==> src/rtl/cpu_phase_gen.sv <==
// cpu_phase_gen: eight-phase instruction-cycle timing generator.
// A 3-bit phase counter is stepped through the eight phases of each
// instruction, decoded into a registered one-hot vector and a few
// datapath strobes, with stall/halt control from the instruction decoder.
module cpu_phase_gen (
  input  logic       clk,
  input  logic       rst,
  input  logic       start,
  input  logic       stall,
  input  logic       halt,
  output logic [2:0] phase_code,
  output logic [7:0] phase_onehot,
  output logic       fetch,
  output logic       alu_ena,
  output logic       wb_ena,
  output logic       cycle_done,
  output logic       running,
  output logic       halted,
  output logic [7:0] instr_count
);

  typedef enum logic [1:0] {
    IDLE    = 2'd0,
    RUN     = 2'd1,
    HALTING = 2'd2,
    HALTED  = 2'd3
  } state_t;

  state_t     state_q, state_d;
  logic [2:0] phase_code_q, phase_code_d;
  logic [7:0] phase_onehot_q, phase_onehot_d;
  logic       cycle_done_q, cycle_done_d;
  logic [7:0] instr_count_q, instr_count_d;

  // Halt is effectively pending if already latched (HALTING) or requested now in RUN.
  logic halt_eff;
  assign halt_eff = (state_q == HALTING) || ((state_q == RUN) && halt);

  // Next-state logic: start, stall hold, phase advance and instruction completion.
  always_comb begin
    state_d        = state_q;
    phase_code_d   = phase_code_q;
    phase_onehot_d = phase_onehot_q;
    cycle_done_d   = 1'b0;
    instr_count_d  = instr_count_q;
    case (state_q)
      IDLE, HALTED: begin
        if (start) begin
          state_d        = RUN;
          phase_code_d   = 3'd0;
          phase_onehot_d = 8'h01;
        end
      end
      RUN, HALTING: begin
        if (stall) begin
          // Phase holds; a halt request arriving with the stall is still latched.
          state_d = halt_eff ? HALTING : RUN;
        end else if (phase_code_q == 3'd7) begin
          // Completion edge: the instruction retires here.
          cycle_done_d  = 1'b1;
          instr_count_d = instr_count_q + 8'd1;
          phase_code_d  = 3'd0;
          if (halt_eff) begin
            state_d        = HALTED;
            phase_onehot_d = 8'h00;
          end else begin
            state_d        = RUN;
            phase_onehot_d = 8'h01;
          end
        end else begin
          state_d        = halt_eff ? HALTING : RUN;
          phase_code_d   = phase_code_q + 3'd1;
          phase_onehot_d = 8'h01 << (phase_code_q + 3'd1);
        end
      end
      default: begin
        state_d        = IDLE;
        phase_code_d   = 3'd0;
        phase_onehot_d = 8'h00;
      end
    endcase
  end

  // State and output registers; reset clears everything without waiting for clk.
  always_ff @(posedge clk or posedge rst) begin
    if (rst) begin
      state_q        <= IDLE;
      phase_code_q   <= 3'd0;
      phase_onehot_q <= 8'h00;
      cycle_done_q   <= 1'b0;
      instr_count_q  <= 8'd0;
    end else begin
      state_q        <= state_d;
      phase_code_q   <= phase_code_d;
      phase_onehot_q <= phase_onehot_d;
      cycle_done_q   <= cycle_done_d;
      instr_count_q  <= instr_count_d;
    end
  end

  assign phase_code   = phase_code_q;
  assign phase_onehot = phase_onehot_q;
  assign cycle_done   = cycle_done_q;
  assign instr_count  = instr_count_q;

  // Strobes are plain decodes of the registered one-hot vector.
  assign fetch   = phase_onehot_q[0] | phase_onehot_q[1];
  assign alu_ena = phase_onehot_q[3];
  assign wb_ena  = phase_onehot_q[6];
  assign running = (state_q == RUN) || (state_q == HALTING);
  assign halted  = (state_q == HALTED);

endmodule
==> config.mk <==
export PLATFORM = sky130hd
export DESIGN_NAME = cpu_phase_gen
export DESIGN_NICKNAME = d
export VERILOG_FILES = /design/src/rtl/cpu_phase_gen.sv
export SDC_FILE = /design/constraint.sdc
export NUM_CORES = 1
export LEC_CHECK = 0
export ABC_AREA = 1
export BUFFER_PORTS_ARGS = -buffer_cell sky130_fd_sc_hd__buf_2
export CAP_MARGIN = 30
export CORE_MARGIN = 4
export CORE_UTILIZATION = 45
export DETAILED_ROUTE_END_ITERATION = 12
export GPL_TIMING_DRIVEN = 0
export PLACE_DENSITY = 0.72
export SETUP_SLACK_MARGIN = 0.05
export SYNTH_ARGS = -nofsm -noshare
export SYNTH_HDL_FRONTEND = slang
export SYNTH_SLANG_ARGS = --single-unit
==> constraint.sdc <==
create_clock -name clk -period 1.5 [get_ports clk]
set_clock_uncertainty 0.15 [all_clocks]
set_input_delay 0.15 -clock clk [delete_from_list [all_inputs] [get_ports clk]]
set_output_delay 0.15 -clock clk [all_outputs]
set_load 0.02 [all_outputs]
==> Yosys cells after proc, flatten, opt, wreduce, memory -nomap -nowiden <==
Index checks and enable logic that the tools add are counted.
{ "totals": {"register_bits": 22, "input_bits": 5, "out_inout_bits": 25} }
{ "op_classes": {"add_sub_neg": 2, "eq_ne": 6, "shifts": 1, "n_mux": 18, "n_bitwise": 2, "n_reduce_logical": 8} }
{ "ops": {"columns": ["cell", "count"], "rows": [
  ["8-bit two-way mux", 3],
  ["8-bit case mux with 2 select lines", 1],
  ["2-bit two-way mux", 5],
  ["3-bit two-way mux", 3],
  ["8-bit by 1-bit adder with 8-bit output, second input constant", 1],
  ["1-bit by 3-bit left shift with 8-bit output, first input constant", 1],
  ["3-bit case mux with 2 select lines", 1],
  ["2-bit == test, second input constant", 2],
  ["1-bit two-way mux", 4],
  ["2-bit inequality test, second input constant", 2],
  ["2-bit case mux with 2 select lines", 1],
  ["2-bit OR reduction", 2],
  ["3-bit by 1-bit adder with 3-bit output, second input constant", 1],
  ["3-bit == test, second input constant", 1],
  ["3-bit AND reduction", 1],
  ["2-bit by 1-bit == test with 1-bit output, second input constant", 1],
  ["2-bit logical NOT", 1],
  ["1-bit logical OR", 2],
  ["2-bit AND reduction", 1],
  ["1-bit logical AND", 1],
  ["1-bit inverter", 1],
  ["1-bit bitwise OR", 1]
]} }

==> Depth between registers and ports, before layout <==
{ "depth": {"depth_word": 7, "mapped_depth": 9, "ltp_nobuf": 9} }

==> Worst setup path before layout <==
Ideal clock, no wire load.
{ "synth_path": {"path_type": "reg2reg", "start": "register phase_code_q[0] (netlist: phase_code[0])", "end": "register phase_onehot_q[0] (netlist: phase_onehot[0])", "t_arrival_ns": 1.411, "slack_ns": -0.178, "path_stages_with_launch": 10, "path_buffers": 0, "synth_period_minus_slack_ns": 1.678, "path_cell_list": "dfrtp_1 > ha_1 > ha_1 > inv_1 > nand2_1 > nand3_1 > nand2_1 > nand2_1 > o21ai_1 > inv_1"} }
{ "synth_between": {"elab_chain_cells": 5} }
{ "synth_lines": {"columns": ["item", "line", "rtl"], "rows": [
  ["start, declared", "30", "logic [2:0] phase_code_q, phase_code_d;"],
  ["start signal, assigned", "94", "phase_code_q <= phase_code_d;"],
  ["3-bit by 1-bit adder with 3-bit output", "73", "phase_onehot_d = 8'h01 << (phase_code_q + 3'd1);"],
  ["1-bit by 3-bit left shift with 8-bit output", "73", null],
  ["8-bit two-way mux *", "58", "end else if (phase_code_q == 3'd7) begin"],
  ["8-bit two-way mux *", "55", "if (stall) begin"],
  ["8-bit case mux with 2 select lines *", "46", "case (state_q)"],
  ["end signal, assigned", "95", "phase_onehot_q <= phase_onehot_d;"],
  ["end, declared", "31", "logic [7:0] phase_onehot_q, phase_onehot_d;"]
]} }
Mark *: on every way between the ends. The rest lies on a longest branch, timed or not. The select of a mux whose other input is x is not followed.
A chain may end at the register's enable or synchronous reset.

==> Worst setup path in the final report <==
{ "layout_path": {"start": "register state_q[1]", "end": "output running"} }
{ "layout_between": {"elab_chain_cells": 2} }
{ "layout_lines": {"columns": ["item", "line", "rtl"], "rows": [
  ["start, declared", "29", "state_t state_q, state_d;"],
  ["start signal, assigned", "93", "state_q <= state_d;"],
  ["2-bit by 1-bit == test with 1-bit output or 2-bit == test (tied branches)", "110", "assign running = (state_q == RUN) || (state_q == HALTING);"],
  ["1-bit logical OR *", "110", null],
  ["end, declared", "17", "output logic running,"]
]} }
Mark *: on every way between the ends. The rest lies on a longest branch, timed or not.

==> flow_metrics.env <==
export IMPL_place_ws_ns=-0.0611
export IMPL_cts_buffer_depth=2
export IMPL_hpwl_um=1800
export IMPL_critPathLaunchType="flop"
export IMPL_irDropWorstVdd_v=0.00133
export IMPL_grt_ovfl_total=0
export IMPL_cp_arrival_ns=1.24
export IMPL_drt_iter0_markers=38
export IMPL_wl_per_cell_um=12.4
export IMPL_root_buffer="clkbuf_4"
export IMPL_tightestPinTransition_ns=0.822
export IMPL_cp_data_required_time_ns=1.20
export IMPL_layout_common_cells="nand2_1 (42), buf_2 (26), dfrtp_1 (20)"
export IMPL_min_path_type="in -> reg"
export IMPL_firstDrtPassIters=4
export IMPL_ys_types=25
export IMPL_crit_buf_inv=2
export IMPL_setup_viol=3
export IMPL_cts_tree="built"
export IMPL_rsz0062_at_grt="true"
export IMPL_die_h_um=59.6
export IMPL_cts_num_sinks=22
export IMPL_seq_area_um2=553
export IMPL_finalNonFillerCells=219
export IMPL_fin_ws_ns=-0.0385
export IMPL_final_nets=206
export IMPL_clk_pin_slew_ns=0.12
export IMPL_hold_viol=0
export IMPL_multi_input_area_um2=648
export IMPL_drcViolationCount=0
export IMPL_synth_cells=137
export IMPL_total_leakage_power_uw=0.000897
export IMPL_fin_crit_sh_pct=103
export IMPL_ys_seq_elements=22
export IMPL_outcome="finished, violations left"
export IMPL_dieArea_um2=3550
export IMPL_antenna_found_initial=0
export IMPL_viasPerCell=4.80
export IMPL_postSynth_asyncResetShare_pct=100
export IMPL_n_antenna_cell=0
export IMPL_ioPinCount=30
export IMPL_critPathSlowestCell="dfrtp_1"
export IMPL_syn_area_per_cell_um2=8.73
export IMPL_synth_nets=153
export IMPL_h_tree_depth=1
export IMPL_synth_area_um2=1200
export IMPL_wirelength_um=2710
export IMPL_cp_slowest_stage_delay_ns=0.43
export IMPL_grt_pass1_wl_um=4440
export IMPL_cts_buffers=3
export IMPL_insertion_delay_ns=0.31
export IMPL_dieWidth_um=59.6
export IMPL_final_setup_tns_ns=-0.0768
export IMPL_gr_usage_all_layers_pct=16.5
export IMPL_core_area_um2=2500
export IMPL_synth_warnings=0
export IMPL_ant_nets=0
export IMPL_path_class="reg -> out"
export IMPL_nFillCells=191
export IMPL_fin_crit_ns=1.54
export IMPL_rows=18
export IMPL_grt_max_degree=23
export IMPL_slew_violations=0
export IMPL_worstPathCellList="ha_4, inv_8, buf_6"
export IMPL_area_delta_synth_final_pct=42.7
export IMPL_synth_edf_count=0
export IMPL_final_layout_size_suffix_gt1_share_pct=43.4
export IMPL_cp_end_kind="output port"
export IMPL_crit_family="flip-flops"
export IMPL_io_buffers=29
export IMPL_cap_violations=0
export IMPL_slew_headroom_pct=45.2
export IMPL_synthFlopType="dfrtp_1"
export IMPL_num_vias=1052
export IMPL_powerDensity_nw_per_um2=1750
export IMPL_ff2ff_setup_slack_ns=-0.03
export IMPL_max_freq_ghz=0.650
export IMPL_grt_pass1_vias=981
export IMPL_mostFrequentLayoutCell="nand2_1"
export IMPL_initial_utilization_pct=47.8
export IMPL_gp_congestion=0.825
export IMPL_failed_checks="setup timing"
export IMPL_critPathMaxFanout=5
export IMPL_yosysSeqAreaShare_pct=46.0
export IMPL_placed_cells=196
## layer usage
layer	wire, um	part of all wire (%)	global-route usage [%]
met1	1260	46	23.0
met2	1300	48	25.6
met3	120	4.4	2.61
met4	25	0.92	6.65
met5	0	0	0
## Yosys cell counts, types with 2 or more instances
cell / number / area (um2)
nand2_1: 42 / 158
dfrtp_1: 22 / 551
inv_1: 15 / 56.3
ha_1: 11 / 138
nand3_1: 9 / 45.0
o21ai_1: 8 / 40.0
nor2_1: 5 / 18.8
o21ai_0: 4 / 20.0
buf_4: 2 / 15.0
inv_4: 2 / 12.5
nand4_1: 2 / 12.5
xor2_1: 2 / 17.5
## stage by stage
stage	instance area, um2	utilization (%)	total power, uW	hold WS (ns)
2_1_floorplan	1250	-	1840	-0.0109
3_3_place_gp	1430	57.4	2140	0.201
3_5_place_dp	1430	57.4	2170	0.206
4_1_cts	1620	64.9	2820	0.00194
5_1_grt	1710	68.3	3190	0.0669
6_report	1710	68.3	2990	0.0590
## area by class of cell
class	instances	area share [%]
Buffer	3	1.54
Clock buffer	4	2.13
Inverter	18	4.69
Multi-Input combinational cell	94	38.0
Sequential cell	22	32.4
Tap cell	30	2.20
Timing Repair Buffer	48	19.1
## path summary, 6_finish.rpt
kind	cells past startpoint	startpoint	end
worst max-delay path	3	state_q[1]	running
worst min-delay path	4	stall	phase_code[1]
worst max register to register	9	phase_code[0]	phase_onehot[0]
worst min register to register	2	phase_onehot[4]	phase_onehot[4]
max in group asynchronous	3	rst	phase_code[0]
min in group asynchronous	3	rst	instr_count[5]
## power breakdown
group          total, uW  switching [uW]  internal [uW]  leakage, uW
registers            853             122            732     0.000288
logic               1800             978            824     0.000588
clock network        330             182            148    0.0000210
## repair_timing
action	in CTS	in global routing
endpoints found under the hold margin	23	1
endpoints found under the setup margin	16	21
gates cloned	0	1
pin swaps	8	7
buffers inserted	12	3
resized for setup	10	16
hold buffers	2	1
## tightest hold or removal path: cells and delay by family
| family | cells | cell delay [ns] |
|---|---|---|
| buf+inv | 2 | 0.18 |
| simple gates | 1 | 0.10 |
| compound gates | 1 | 0.07 |
## flip-flops by register name (all words and copies together), names as in the netlist
signal	cells
phase_onehot	8
phase_code	3
state_q	2
instr_count	8
cycle_done	1
## cell families (layout without fill, tap and decap cells)
kind of cell / after synthesis / in the layout / share of synthesized area (%)
simple gates: 65 / 65 / 25.3
flops: 22 / 22 / 46.0
buf+inv: 21 / 73 / 8.26
compound gates: 15 / 15 / 6.69
fa+ha+maj: 11 / 11 / 11.5
xor+xnor: 3 / 3 / 2.20
Power figures use the tool's default switching activity.
